<file path="src/rtl/gpr_wb_arbiter_pkg.sv">
// Shared widths, requester indices and a round-robin helper for the GPR
// writeback arbiter.
package gpr_wb_arbiter_pkg;

    localparam int AW_REG   = 5;
    localparam int DW_WORD  = 32;
    localparam int NREQ_DEF = 3;

    typedef enum logic [1:0] {
        WB_ALU = 2'd0,
        WB_LSU = 2'd1,
        WB_MDU = 2'd2
    } wb_src_e;

    // Index that gets first look after requester g has been served.
    function automatic int rr_next(input int g, input int n);
        return (g == n - 1) ? 0 : g + 1;
    endfunction

endpackage

</file>
<file path="src/rtl/gpr_wb_arbiter_if.sv">
// Writeback requester bus, GPR write port, reservation and operand-hazard
// signals shared by the arbiter and its neighbours.
interface gpr_wb_arbiter_if
    import gpr_wb_arbiter_pkg::*;
#(
    parameter int NREQ = NREQ_DEF,
    parameter int AW   = AW_REG,
    parameter int DW   = DW_WORD
);
    logic [NREQ-1:0]    req_valid;
    logic [NREQ*AW-1:0] req_sel;
    logic [NREQ*DW-1:0] req_data;
    logic [NREQ-1:0]    req_ready;

    logic               wb_we;
    logic [AW-1:0]      wb_sel;
    logic [DW-1:0]      wb_data;

    logic               rsv_valid;
    logic [AW-1:0]      rsv_sel;
    logic               rsv_ready;

    logic [AW-1:0]      rd_rs_sel;
    logic [AW-1:0]      rd_rt_sel;
    logic               hz_stall;

    modport slave (
        input  req_valid, req_sel, req_data,
        input  rsv_valid, rsv_sel,
        input  rd_rs_sel, rd_rt_sel,
        output req_ready,
        output wb_we, wb_sel, wb_data,
        output rsv_ready,
        output hz_stall
    );

    modport master (
        output req_valid, req_sel, req_data,
        output rsv_valid, rsv_sel,
        output rd_rs_sel, rd_rt_sel,
        input  req_ready,
        input  wb_we, wb_sel, wb_data,
        input  rsv_ready,
        input  hz_stall
    );

endinterface

</file>
<file path="src/rtl/gpr_wb_arbiter_rr_arbiter.sv">
// NREQ-wide round-robin grant: search starts at rr_ptr and wraps; the pointer
// moves just past the winner whenever a grant is issued.
module gpr_wb_arbiter_rr_arbiter
    import gpr_wb_arbiter_pkg::*;
#(
    parameter  int NREQ = NREQ_DEF,
    localparam int PW   = (NREQ > 2) ? 2 : 1
) (
    input  logic            clk,
    input  logic            rst,
    input  logic [NREQ-1:0] req,
    output logic [NREQ-1:0] gnt,
    output logic [PW-1:0]   gnt_idx,
    output logic            gnt_any
);

    logic [PW-1:0] rr_ptr;
    logic [PW:0]   cand;
    logic [PW-1:0] cand_idx;

    always_comb begin
        gnt      = '0;
        gnt_idx  = '0;
        gnt_any  = 1'b0;
        cand     = '0;
        cand_idx = '0;
        for (int k = 0; k < NREQ; k++) begin
            cand = {1'b0, rr_ptr} + (PW+1)'(k);
            if (cand >= (PW+1)'(NREQ)) begin
                cand = cand - (PW+1)'(NREQ);
            end
            cand_idx = cand[PW-1:0];
            if (!gnt_any && req[cand_idx]) begin
                gnt[cand_idx] = 1'b1;
                gnt_idx       = cand_idx;
                gnt_any       = 1'b1;
            end
        end
    end

    always_ff @(posedge clk or negedge rst) begin
        if (!rst) begin
            rr_ptr <= '0;
        end else if (gnt_any) begin
            rr_ptr <= PW'(rr_next(int'(gnt_idx), NREQ));
        end
    end

endmodule

</file>
<file path="src/rtl/gpr_wb_arbiter.sv">
// Shares the single GPR write port among NREQ writeback requesters and keeps
// the pending-write scoreboard that drives operand hazard stalls.
module gpr_wb_arbiter
    import gpr_wb_arbiter_pkg::*;
#(
    parameter int NREQ = NREQ_DEF,
    parameter int AW   = AW_REG,
    parameter int DW   = DW_WORD
) (
    input  logic           clk,
    input  logic           rst,
    gpr_wb_arbiter_if.slave bus
);

    localparam int PW   = (NREQ > 2) ? 2 : 1;
    localparam int NREG = 1 << AW;

    logic [NREQ-1:0] gnt;
    logic [PW-1:0]   gnt_idx;
    logic            gnt_any;
    logic [AW-1:0]   g_sel;
    logic [DW-1:0]   g_data;

    logic            wb_we_q;
    logic [AW-1:0]   wb_sel_q;
    logic [DW-1:0]   wb_data_q;

    logic [NREG-1:0] busy;
    logic [NREG-1:0] busy_nxt;
    logic            rsv_set;

    gpr_wb_arbiter_rr_arbiter #(
        .NREQ    (NREQ)
    ) u_rr (
        .clk     (clk),
        .rst     (rst),
        .req     (bus.req_valid),
        .gnt     (gnt),
        .gnt_idx (gnt_idx),
        .gnt_any (gnt_any)
    );

    assign bus.req_ready = gnt;
    assign g_sel         = bus.req_sel[int'(gnt_idx)*AW +: AW];
    assign g_data        = bus.req_data[int'(gnt_idx)*DW +: DW];

    // r0 grants are consumed but never drive the write enable.
    always_ff @(posedge clk or negedge rst) begin
        if (!rst) begin
            wb_we_q   <= 1'b0;
            wb_sel_q  <= '0;
            wb_data_q <= '0;
        end else begin
            wb_we_q <= gnt_any && (g_sel != '0);
            if (gnt_any) begin
                wb_sel_q  <= g_sel;
                wb_data_q <= g_data;
            end
        end
    end

    assign bus.wb_we   = wb_we_q;
    assign bus.wb_sel  = wb_sel_q;
    assign bus.wb_data = wb_data_q;

    // r0 reservations are always accepted but never mark anything busy.
    assign bus.rsv_ready = bus.rsv_valid &&
                           ((bus.rsv_sel == '0) || !busy[bus.rsv_sel]);
    assign rsv_set       = bus.rsv_ready && (bus.rsv_sel != '0);

    // Commit clears first so a same-cycle reservation of that register wins.
    always_comb begin
        busy_nxt = busy;
        if (wb_we_q) begin
            busy_nxt[wb_sel_q] = 1'b0;
        end
        if (rsv_set) begin
            busy_nxt[bus.rsv_sel] = 1'b1;
        end
    end

    always_ff @(posedge clk or negedge rst) begin
        if (!rst) begin
            busy <= '0;
        end else begin
            busy <= busy_nxt;
        end
    end

    assign bus.hz_stall = ((bus.rd_rs_sel != '0) && busy[bus.rd_rs_sel]) ||
                          ((bus.rd_rt_sel != '0) && busy[bus.rd_rt_sel]);

endmodule

</file>
<file path="src/flat_wrapper.sv">
// flat-port wrapper written by rule: the top's interface ports become plain ports
module gpr_wb_arbiter_flat import gpr_wb_arbiter_pkg::*;
#(
    parameter int NREQ = NREQ_DEF,
    parameter int AW   = AW_REG,
    parameter int DW   = DW_WORD
)
  (clk, rst, bus_req_valid, bus_req_sel, bus_req_data, bus_rsv_valid, bus_rsv_sel, bus_rd_rs_sel, bus_rd_rt_sel, bus_req_ready, bus_wb_we, bus_wb_sel, bus_wb_data, bus_rsv_ready, bus_hz_stall);
  gpr_wb_arbiter_if #(.NREQ(NREQ), .AW(AW), .DW(DW)) bus_i ();
  input  logic clk;
  input  logic rst;
  input wire logic [$bits(bus_i.req_valid)-1:0] bus_req_valid;
  input wire logic [$bits(bus_i.req_sel)-1:0] bus_req_sel;
  input wire logic [$bits(bus_i.req_data)-1:0] bus_req_data;
  input wire logic [$bits(bus_i.rsv_valid)-1:0] bus_rsv_valid;
  input wire logic [$bits(bus_i.rsv_sel)-1:0] bus_rsv_sel;
  input wire logic [$bits(bus_i.rd_rs_sel)-1:0] bus_rd_rs_sel;
  input wire logic [$bits(bus_i.rd_rt_sel)-1:0] bus_rd_rt_sel;
  output wire logic [$bits(bus_i.req_ready)-1:0] bus_req_ready;
  output wire logic [$bits(bus_i.wb_we)-1:0] bus_wb_we;
  output wire logic [$bits(bus_i.wb_sel)-1:0] bus_wb_sel;
  output wire logic [$bits(bus_i.wb_data)-1:0] bus_wb_data;
  output wire logic [$bits(bus_i.rsv_ready)-1:0] bus_rsv_ready;
  output wire logic [$bits(bus_i.hz_stall)-1:0] bus_hz_stall;
  assign bus_i.req_valid = bus_req_valid;
  assign bus_i.req_sel = bus_req_sel;
  assign bus_i.req_data = bus_req_data;
  assign bus_i.rsv_valid = bus_rsv_valid;
  assign bus_i.rsv_sel = bus_rsv_sel;
  assign bus_i.rd_rs_sel = bus_rd_rs_sel;
  assign bus_i.rd_rt_sel = bus_rd_rt_sel;
  assign bus_req_ready = bus_i.req_ready;
  assign bus_wb_we = bus_i.wb_we;
  assign bus_wb_sel = bus_i.wb_sel;
  assign bus_wb_data = bus_i.wb_data;
  assign bus_rsv_ready = bus_i.rsv_ready;
  assign bus_hz_stall = bus_i.hz_stall;
  gpr_wb_arbiter #(.NREQ(NREQ), .AW(AW), .DW(DW)) u_core (.clk(clk), .rst(rst), .bus(bus_i));
endmodule
</file>
<file path="config.mk">
export PLATFORM = sky130hd
export DESIGN_NAME = gpr_wb_arbiter_flat
export DESIGN_NICKNAME = d
export VERILOG_FILES = /design/src/rtl/gpr_wb_arbiter_pkg.sv /design/src/rtl/gpr_wb_arbiter_if.sv /design/src/rtl/gpr_wb_arbiter_rr_arbiter.sv /design/src/rtl/gpr_wb_arbiter.sv /design/src/flat_wrapper.sv
export SDC_FILE = /design/constraint.sdc
export NUM_CORES = 1
export LEC_CHECK = 0
export ABC_AREA = 0
export BUFFER_PORTS_ARGS = -buffer_cell sky130_fd_sc_hd__buf_2
export CAP_MARGIN = 40
export CORE_MARGIN = 2
export CORE_UTILIZATION = 35
export DETAILED_ROUTE_END_ITERATION = 8
export PLACE_DENSITY = 0.72
export SLEW_MARGIN = 20
export SYNTH_ARGS = -nofsm -noshare
export SYNTH_HDL_FRONTEND = slang
export SYNTH_SLANG_ARGS = --single-unit
</file>
<file path="constraint.sdc">
create_clock -name clk -period 3.2 [get_ports clk]
set_input_delay 0.16 -clock clk [delete_from_list [all_inputs] [get_ports clk]]
set_output_delay 0.16 -clock clk [all_outputs]
set_load 0.005 [all_outputs]
</file>
---- After elaboration in Yosys (flattened, before gate mapping) ----
Index checks and enable logic that the tools add are counted.
storage, ports and cells
  register bits ........................... 72
  bits in latches ......................... 0
  bits in writable memories ............... 0
  bits in read-only memories .............. 0
  input bits .............................. 132
  output and inout bits ................... 43
  word-level logic and storage cells ...... 94
  memories ................................ 0
cells by class
  add/subtract/negate cells ............... 6
  multipliers ............................. 1
  divide/modulo/power cells ............... 0
  magnitude comparators ................... 15
  eq/ne operators ......................... 1
  shifts and indexed selects .............. 2
  mux-type cells .......................... 37
  bitwise logic cells ..................... 5
  reductions and logical operators ........ 22
operator list
  operator             number
  $shiftx 96x8->32     1
  $mux 32              2
  $and 32x32->32       1
  $not 32->32          1
  $or 32x32->32        1
  $shiftx 15x32->5     1
  $lt 5x6->1 const B   4
  $reduce_bool 5->1    4
  $bmux 1 s5           3
  $mux 1               14
  $mux 2               7
  $logic_and 1x1->1    12
  $demux 1 s5          2
  $ge 5x1->1 const B   2
  $lt 2x3->1 const B   3
  $mux 3               3
  $bmux 1 s2           3
  $demux 1 s2          3
  $ge 2x1->1 const B   3
  $ge 3x2->1 const B   2
  $or 3x3->3           2
  $sub 2x2->2 const B  3
  $logic_not 5->1      1
  $mul 2x3->5 const B  1
  7 further kinds      10

---- Depth between registers and ports, before layout ----
Gate-level depths: netlist (run 1).
  depth in word-level cells ............... 15
  mapped depth ............................ 11
  gate-level depth less buffers ........... 8

---- By module ----
From an unflattened synthesis (run 1), not the netlist that was laid out.
second synthesis, totals
  cells, all modules ...................... 491
  area, all modules ....................... 4700.8 sq um
by module, submodules not included
  module                     instances  cells an instance  area each (sq um)  seq. area each (sq um)
  gpr_wb_arbiter             1          438                4265.3             1751.7
  gpr_wb_arbiter_rr_arbiter  1          53                 435.4              50.0

---- Worst setup path before layout (run 1) ----
No wires, ideal clock.
  path type ............................... flip-flop to flip-flop
  start ................................... reg u_core.u_rr.rr_ptr[1]
  end ..................................... reg u_core.wb_data_q[23] (netlist: u_core.bus.wb_data[23])
  setup time .............................. 135 ps
  data arrival time ....................... 2380 ps
  data required time ...................... 3065 ps
  slack ................................... 686 ps
  stages on the path, launching flop included .. 10
  path buffers ............................ 3
  clock period less this slack ............ 2514 ps
  cell sequence ........................... dfrtp_1 inv_1 ha_1 buf_2 mux2i_1 o22ai_2 nor3b_1 clkbuf_1 clkbuf_1 o31ai_1
on the way
  longest elaborated chain between the ends .. 12
  elaborated cells between the ends (all ways) .. 28
  classes of those cells .................. add/sub (5); order compare (3); shift (1); mux (15); reduce/logical (4)
ends and longest elaborated chain
  item                                                  line                             RTL
  start, declared                                       gpr_wb_arbiter_rr_arbiter.sv:17  logic [PW-1:0] rr_ptr;
  start signal, assigned                                gpr_wb_arbiter_rr_arbiter.sv:45  rr_ptr <= PW'(rr_next(int'(gnt_idx), NREQ));
  branches (longest 12 deep; another with $add 2x1->3)  --
  end signal, assigned                                  gpr_wb_arbiter.sv:57             wb_data_q <= g_data;
  end, declared                                         gpr_wb_arbiter.sv:26             logic [DW-1:0] wb_data_q;
Several ways; the timed one is not identified. The select of a mux whose other input is x is not followed.
A chain may end at the register's enable or synchronous reset.

---- Worst setup path in the final report (run 1) ----
  start ................................... reg u_core.u_rr.rr_ptr[1]
  end ..................................... reg u_core.wb_we_q (netlist: u_core.bus.wb_we)
on the way
  longest elaborated chain between the ends .. 15
  elaborated cells between the ends (all ways) .. 31
  classes of those cells .................. add/sub (5); mul (1); order compare (3); shift (1); mux (15); reduce/logical (6)
ends and longest elaborated chain
  item                                                  line                  RTL
  branches (longest 14 deep; another with $mul 2x3->5)  --
  $logic_and 1x1->1 *                                   gpr_wb_arbiter.sv:54  wb_we_q <= gnt_any && (g_sel != '0);
  end signal, assigned                                  gpr_wb_arbiter.sv:54
  end, declared                                         gpr_wb_arbiter.sv:24  logic wb_we_q;
Mark *: on every way between the ends. The select of a mux whose other input is x is not followed.

==> flow_summary.json, run 1 <==
{
  "io_pins": 175,
  "first_iter_violations": 346,
  "nets": 794,
  "grt_first_pass_wirelength_um": 23800,
  "dr.pass1.iters": 4,
  "seqCellArea_sq_um": 1800,
  "synthMuxAreaShare_pct": 14.1,
  "htreeDepth": 3,
  "synth_edf_count": 0,
  "fill_cells": 1250,
  "syn_area_sq_um": 4710,
  "synthArstFlopShare_pct": 100,
  "vdd_drop_max_mv": 0.635,
  "clock_insertion_delay_worst_skew_ns": 0.33,
  "drc": 0,
  "cp.required_ns": 3.41,
  "path_cells": "inv_1 -> ha_1 -> mux2i_1 -> o22ai_2 -> a21o_1 -> buf_4 -> a2111oi_0 -> o21ai_0 -> a211o_1",
  "hpwl_um": 11100,
  "maxCapViolCount": 0,
  "placed_area_sq_um": 5770,
  "hold_path_class": "input port to flip-flop",
  "skew_ns": 0.00930,
  "routabilityCongestion": 0.954,
  "grt_max_degree": 55,
  "initial_core_util_pct": 35.7,
  "synth_xor_area_share_pct": 0,
  "synth_area_per_cell_sq_um": 9.39,
  "vias": 4811,
  "drive_gt1_share_pct": 36.5,
  "num_rows": 42,
  "crit_type": "flip-flop to flip-flop",
  "grt-ovfl-total": 0,
  "final.period_utilization_pct": 89.4,
  "slowest_delay_ns": 0.44,
  "synth_top_family_by_area": "compound AO/OA/AOI/OAI gates",
  "synthCells": 502,
  "ys_ff_latch": 72,
  "port-buffer-count": 174,
  "hold_viol": 0,
  "routedWlPerCell_um": 17.7,
  "area_growth_syn_to_layout_pct": 29.2,
  "synth-seq-area-share_pct": 38.2,
  "yosys_warnings": 0,
  "clkSlewWorstSetupHoldPaths_ns": 0.06,
  "antenna_cells": 0,
  "cp_slowest_cell": "a2111oi_0",
  "critPathCaptureType": "flip-flop",
  "tightest_slew_ns": 0.588,
  "tns_ns": 0,
  "finish.instance_area_sq_um": 6090,
  "rsz0062_at_grt": "false",
  "maxSlewViolCount": 0,
  "outcome": "completed",
  "clockRootBuffer": "clkbuf_16",
  "numClockSinks": 72,
  "ys.flop_type": "dfrtp_1",
  "post-route-min-period_ns": 2.86,
  "wirelength_um": 14800,
  "reg2reg_slack_ns": 0.34,
  "relSlewSlack_pct": 60.6,
  "synth.distinct_cells": 46,
  "fp.dieW_um": 120,
  "synth_adder_area_share_pct": 1.06,
  "fmax_mhz": 349,
  "clockBufferDepth": 2,
  "synth_compound_area_share_pct": 23.3,
  "cp.arrival_ns": 3.07,
  "die_y_um": 120,
  "synthSimpleGateAreaFrac_pct": 18.6,
  "cts_buffers": 9,
  "grt.total_usage_pct": 20.7,
  "syn_nets": 638,
  "start_kind": "flip-flop",
  "cts_setup_buffers": 0,
  "grt_pass1_vias": 4754,
  "setup_violations": 0,
  "power.leakage_nw": 2.72,
  "antenna_left": 0,
  "die-area_sq_um": 14400,
  "cp_max_fo": 21,
  "via_per_inst": 5.73,
  "core_area_sq_um": 13200,
  "multi_input_area_sq_um": 2710,
  "antenna_found_initial": 1,
  "p_per_area_nw_per_um2": 1030,
  "cts_tree": "done"
}
==> power breakdown <==
group / internal (mW) / switching (mW) / leakage (nW)
logic: 1.58 / 1.83 / 1.71
registers: 1.40 / 0.418 / 0.863
clock network: 0.643 / 0.385 / 0.148
total: 3.63 / 2.64 / 2.72
==> per-stage QoR <==
stage / cells / power, mW / setup slack, ns / util (%) / hold slack, ns
3_3_place_gp: 821 / 5.11 / 0.579 / 43.6 / 0.350
5_1_grt: 839 / 6.76 / 0.0480 / 46.2 / 0.125
2_1_floorplan: 502 / 4.03 / 0.686 / - / -0.136
4_1_cts: 839 / 6.29 / 0.351 / 46.2 / 0.112
6_report: 839 / 6.27 / 0.339 / 46.2 / 0.125
3_5_place_dp: 822 / 5.25 / 0.387 / 43.8 / 0.126
==> registers in the layout, indices dropped and copies added (netlist names) <==
register and flops:
u_core.bus.wb_data 32, u_core.busy 32, u_core.bus.wb_sel 5, u_core.u_rr.rr_ptr 2, u_core.bus.wb_we 1
==> Yosys cell counts (3+ instances only) <==
master     n  share of area (%)
buf_6      3               0.72
mux2i_1    5                1.1
nor3b_1    4               0.64
nor3_1     4               0.42
or3_1      8                1.1
nand2b_1   3               0.40
or3b_2     4               0.74
nor2_1    44                3.5
a21oi_1    4               0.42
clkbuf_1  38                3.0
nand2_1   51                4.1
o21ai_1   20                2.1
a21o_1     3               0.48
o31ai_1   35                5.6
o21ai_2    5               0.93
mux4_2    24                 11
and3_1    35                4.6
ha_1       4                1.1
inv_1      8               0.64
nand3_1    6               0.64
dfrtp_1   72                 38
a211oi_1  35                5.6
nand3b_1  10                1.6
o21ai_0   45                4.8
==> worst paths after layout <==
path,from,to,cells after the start
min in group asynchronous,rst,u_core.busy[16]$_DFF_PN0_,2
max reg2reg,u_core.u_rr.rr_ptr[1]$_DFFE_PN0P_,u_core.bus.wb_we$_DFF_PN0_,9
max,u_core.u_rr.rr_ptr[1]$_DFFE_PN0P_,u_core.bus.wb_we$_DFF_PN0_,9
max in group asynchronous,rst,u_core.bus.wb_data[15]$_DFFE_PN0P_,3
min,bus_req_data[94],u_core.bus.wb_data[30]$_DFFE_PN0P_,3
min reg2reg,u_core.bus.wb_data[0]$_DFFE_PN0P_,u_core.bus.wb_data[0]$_DFFE_PN0P_,2
==> metal layers <==
metal	vias up	track usage [%]	share of wire, %
li1	2211	-	-
met2	254	33.0	47
met5	-	0	0.088
met3	30	4.80	8.8
met1	2314	27.2	41
met4	2	7.94	2.3
==> placed cells by master (no fill, tap or decap), types with 5 or more instances in the layout <==
cell / count
mux2i_1: 5
inv_1: 8
o21ai_1: 20
a211oi_1: 35
o31ai_1: 35
buf_4: 12
clkbuf_16: 9
nand3_1: 6
or3_1: 8
buf_2: 173
nor2_1: 44
nand3b_1: 10
o21ai_0: 45
nand2_1: 51
mux4_2: 24
o21ai_2: 5
and3_1: 35
dfrtp_1: 72
==> critical path, delay by kind of cell, from the launching register on <==
kind	cells	cell delay, ns
AOI/OAI and AO/OA	5	1.33
adders and majority gates	1	0.34
buffers and inverters	2	0.30
DFF	1	0.41
muxes	1	0.36
==> cells by family (layout without fill, tap and decap cells) <==
| kind of cell | Yosys count | after routing |
|---|---|---|
| flops | 72 | 72 |
| compound gates | 166 | 166 |
| simple gates | 175 | 175 |
| buf+inv | 52 | 213 |
| mux | 33 | 33 |
| fa+ha+maj | 4 | 4 |
==> layout make-up <==
cell class / instances / share of cell area [%]
timing repair buffer: 189 / 16.8
inverter: 8 / 0.493
tap: 176 / 3.61
clock buffer: 11 / 4.15
multi-input combinational: 378 / 44.4
clock inverter: 5 / 0.904
sequential: 72 / 29.6
==> what timing repair did <==
action | 4_1_cts | 5_1_grt
endpoints found under the hold margin | 29 | 0
resized for setup | 0 | 0
hold buffers | 1 | 0
(Power assumes the default switching activity.)
==> run 2: changes to the inputs <==
==> constraint.sdc (replaced) <==
create_clock -name clk -period 2.7 [get_ports clk]
set_input_delay 0.135 -clock clk [delete_from_list [all_inputs] [get_ports clk]]
set_output_delay 0.135 -clock clk [all_outputs]
set_load 0.005 [all_outputs]
==> run 2 against run 1 <==
Net effect: count of clock-buffer cells in the layout is 1 lower; die area stayed put; sequential cell count stayed put; critical endpoint is now u_core.bus.wb_data[3]$_DFFE_PN0P_.
==> flow_summary.json, run 2 (same netlist as run 1, synthesis figures left out) <==
{
  "fmax_mhz": 398,
  "drive_gt1_share_pct": 37.2,
  "critPathCaptureType": "flip-flop",
  "seqCellArea_sq_um": 1800,
  "nets": 797,
  "power.leakage_nw": 2.72,
  "via_per_inst": 5.68,
  "initial_core_util_pct": 35.7,
  "cp.required_ns": 2.93,
  "met3_length_um": 1400,
  "p_sw_share_pct": 42.5,
  "cp_max_fo": 29,
  "grt_max_degree": 57,
  "cts_buffers": 9,
  "tns_ns": 0,
  "vdd_drop_max_mv": 0.714,
  "post-route-min-period_ns": 2.51,
  "clockRootBuffer": "clkbuf_16",
  "grt_first_pass_wirelength_um": 23900,
  "routabilityCongestion": 0.937,
  "htreeDepth": 3,
  "area_growth_syn_to_layout_pct": 29.8,
  "clkPwrFrac_pct": 16.1,
  "antenna_found_initial": 0,
  "grt.total_usage_pct": 20.7,
  "relSlewSlack_pct": 65.2,
  "placed_area_sq_um": 5790,
  "met2WireLength_um": 6710,
  "p_per_area_nw_per_um2": 1220,
  "numClockSinks": 72,
  "rsz0062_at_grt": "false",
  "hpwl_um": 11000,
  "most-common-layout-cells": "buf_2, dfrtp_1, nand2_1, o21ai_0, nor2_1",
  "skew_ns": 0.00656,
  "seqPwrFrac_pct": 29.3,
  "clock_insertion_delay_worst_skew_ns": 0.33,
  "power.internal_mw": 4.28,
  "hold_viol": 0,
  "topRoutingLayerUsed": "met4",
  "tightest_slew_ns": 0.520,
  "clkSlewWorstSetupHoldPaths_ns": 0.06,
  "core_area_sq_um": 13200,
  "final_common_cell": "buf_2",
  "fill_cells": 1274,
  "fp.dieW_um": 120,
  "finish.instance_area_sq_um": 6120,
  "clockBufferDepth": 2,
  "grt-ovfl-total": 0,
  "drc": 0,
  "wirelength_um": 14700,
  "p_sw_mw": 3.17,
  "setup_violations": 0,
  "multi_input_area_sq_um": 2720,
  "cp.arrival_ns": 2.74,
  "antenna_left": 0,
  "grt_pass1_vias": 4709,
  "maxCapViolCount": 0,
  "crit_type": "flip-flop to flip-flop",
  "vias": 4784,
  "combPwrFrac_pct": 54.6,
  "antenna_cells": 0,
  "final.period_utilization_pct": 93.1,
  "dr.pass1.iters": 5,
  "die_y_um": 120,
  "cts_tree": "done",
  "maxSlewViolCount": 0,
  "port-buffer-count": 174,
  "die-area_sq_um": 14400,
  "first_iter_violations": 437,
  "num_rows": 42,
  "routedWlPerCell_um": 17.4,
  "start_kind": "flip-flop",
  "hold_path_class": "input port to flip-flop",
  "totalPowerFinal_mw": 7.44,
  "drt-met1-wl_um": 6250,
  "io_pins": 175,
  "outcome": "completed"
}
==> run 2: changes by cell type in the layout (fill, tap and decap cells not counted), sizes merged <==
cell	delta
clkbuf	-1
clkinvlp	+1
buf	+3
==> run 2: path summary, 6_finish.rpt <==
| check | from | to | slack, ns | cells past startpoint |
|---|---|---|---|---|
| min in group asynchronous | rst | u_core.busy[16]$_DFF_PN0_ | 0.23 | 2 |
| max | u_core.u_rr.rr_ptr[1]$_DFFE_PN0P_ | u_core.bus.wb_data[3]$_DFFE_PN0P_ | 0.19 | 9 |
| min | bus_req_data[92] | u_core.bus.wb_data[28]$_DFFE_PN0P_ | 0.09 | 3 |
| max in group asynchronous | rst | u_core.bus.wb_data[14]$_DFFE_PN0P_ | 1.93 | 3 |
| min reg2reg | u_core.bus.wb_data[26]$_DFFE_PN0P_ | u_core.bus.wb_data[26]$_DFFE_PN0P_ | 0.48 | 2 |
| max reg2reg | u_core.u_rr.rr_ptr[1]$_DFFE_PN0P_ | u_core.bus.wb_data[3]$_DFFE_PN0P_ | 0.19 | 9 |
==> run 2: layout make-up <==
type                       instances  area share, %
tap                              176           3.60
inverter                           8          0.491
clock inverter                     6           1.15
multi-input combinational        378           44.5
sequential                        72           29.4
clock buffer                      10           3.74
timing repair buffer             192           17.1
==> run 2: repair_timing <==
action	CTS	global route
gates resized for setup	0	5
setup endpoints to repair	0	6
hold buffers	1	0
endpoints found under the hold margin	16	0
buffers inserted	0	0
==> run 2: worst max-delay path, stage by stage (launching register included) <==
cell     delay, ns
dfrtp_1       0.42
inv_1         0.11
ha_1          0.19
mux2i_1       0.32
o22ai_2       0.16
buf_4         0.19
nor3b_2       0.47
buf_4         0.38
nand2_1       0.09
o31ai_1       0.07
==> run 2: power by group through the flow <==
stage / clock network, mW / registers, mW / logic (mW)
finish: 1.20 / 2.18 / 4.07
global route: 1.27 / 2.24 / 4.51
CTS: 1.23 / 2.16 / 4.04
detailed placement: 0 / 2.17 / 4.04
global placement: 0 / 2.13 / 3.92
floorplan: 0 / 2.00 / 2.77
==> run 2: layer usage <==
metal | up-vias | global-route usage [%]
li1 | 2218 | -
met5 | - | 0
met4 | 0 | 6.99
met2 | 267 | 31.9
met1 | 2262 | 28.0
met3 | 37 | 5.75
==> run 2: metrics by stage <==
stage | worst slack [ns] | hold slack [ns] | utilization, % | instances
floorplan | 0.186 | -0.161 | - | 502
global placement | 0.201 | 0.333 | 43.7 | 824
detailed placement | 0.130 | 0.0279 | 43.9 | 825
CTS | 0.141 | 0.0793 | 46.3 | 842
global route | 0.00438 | 0.0946 | 46.4 | 842
finish | 0.186 | 0.0867 | 46.4 | 842
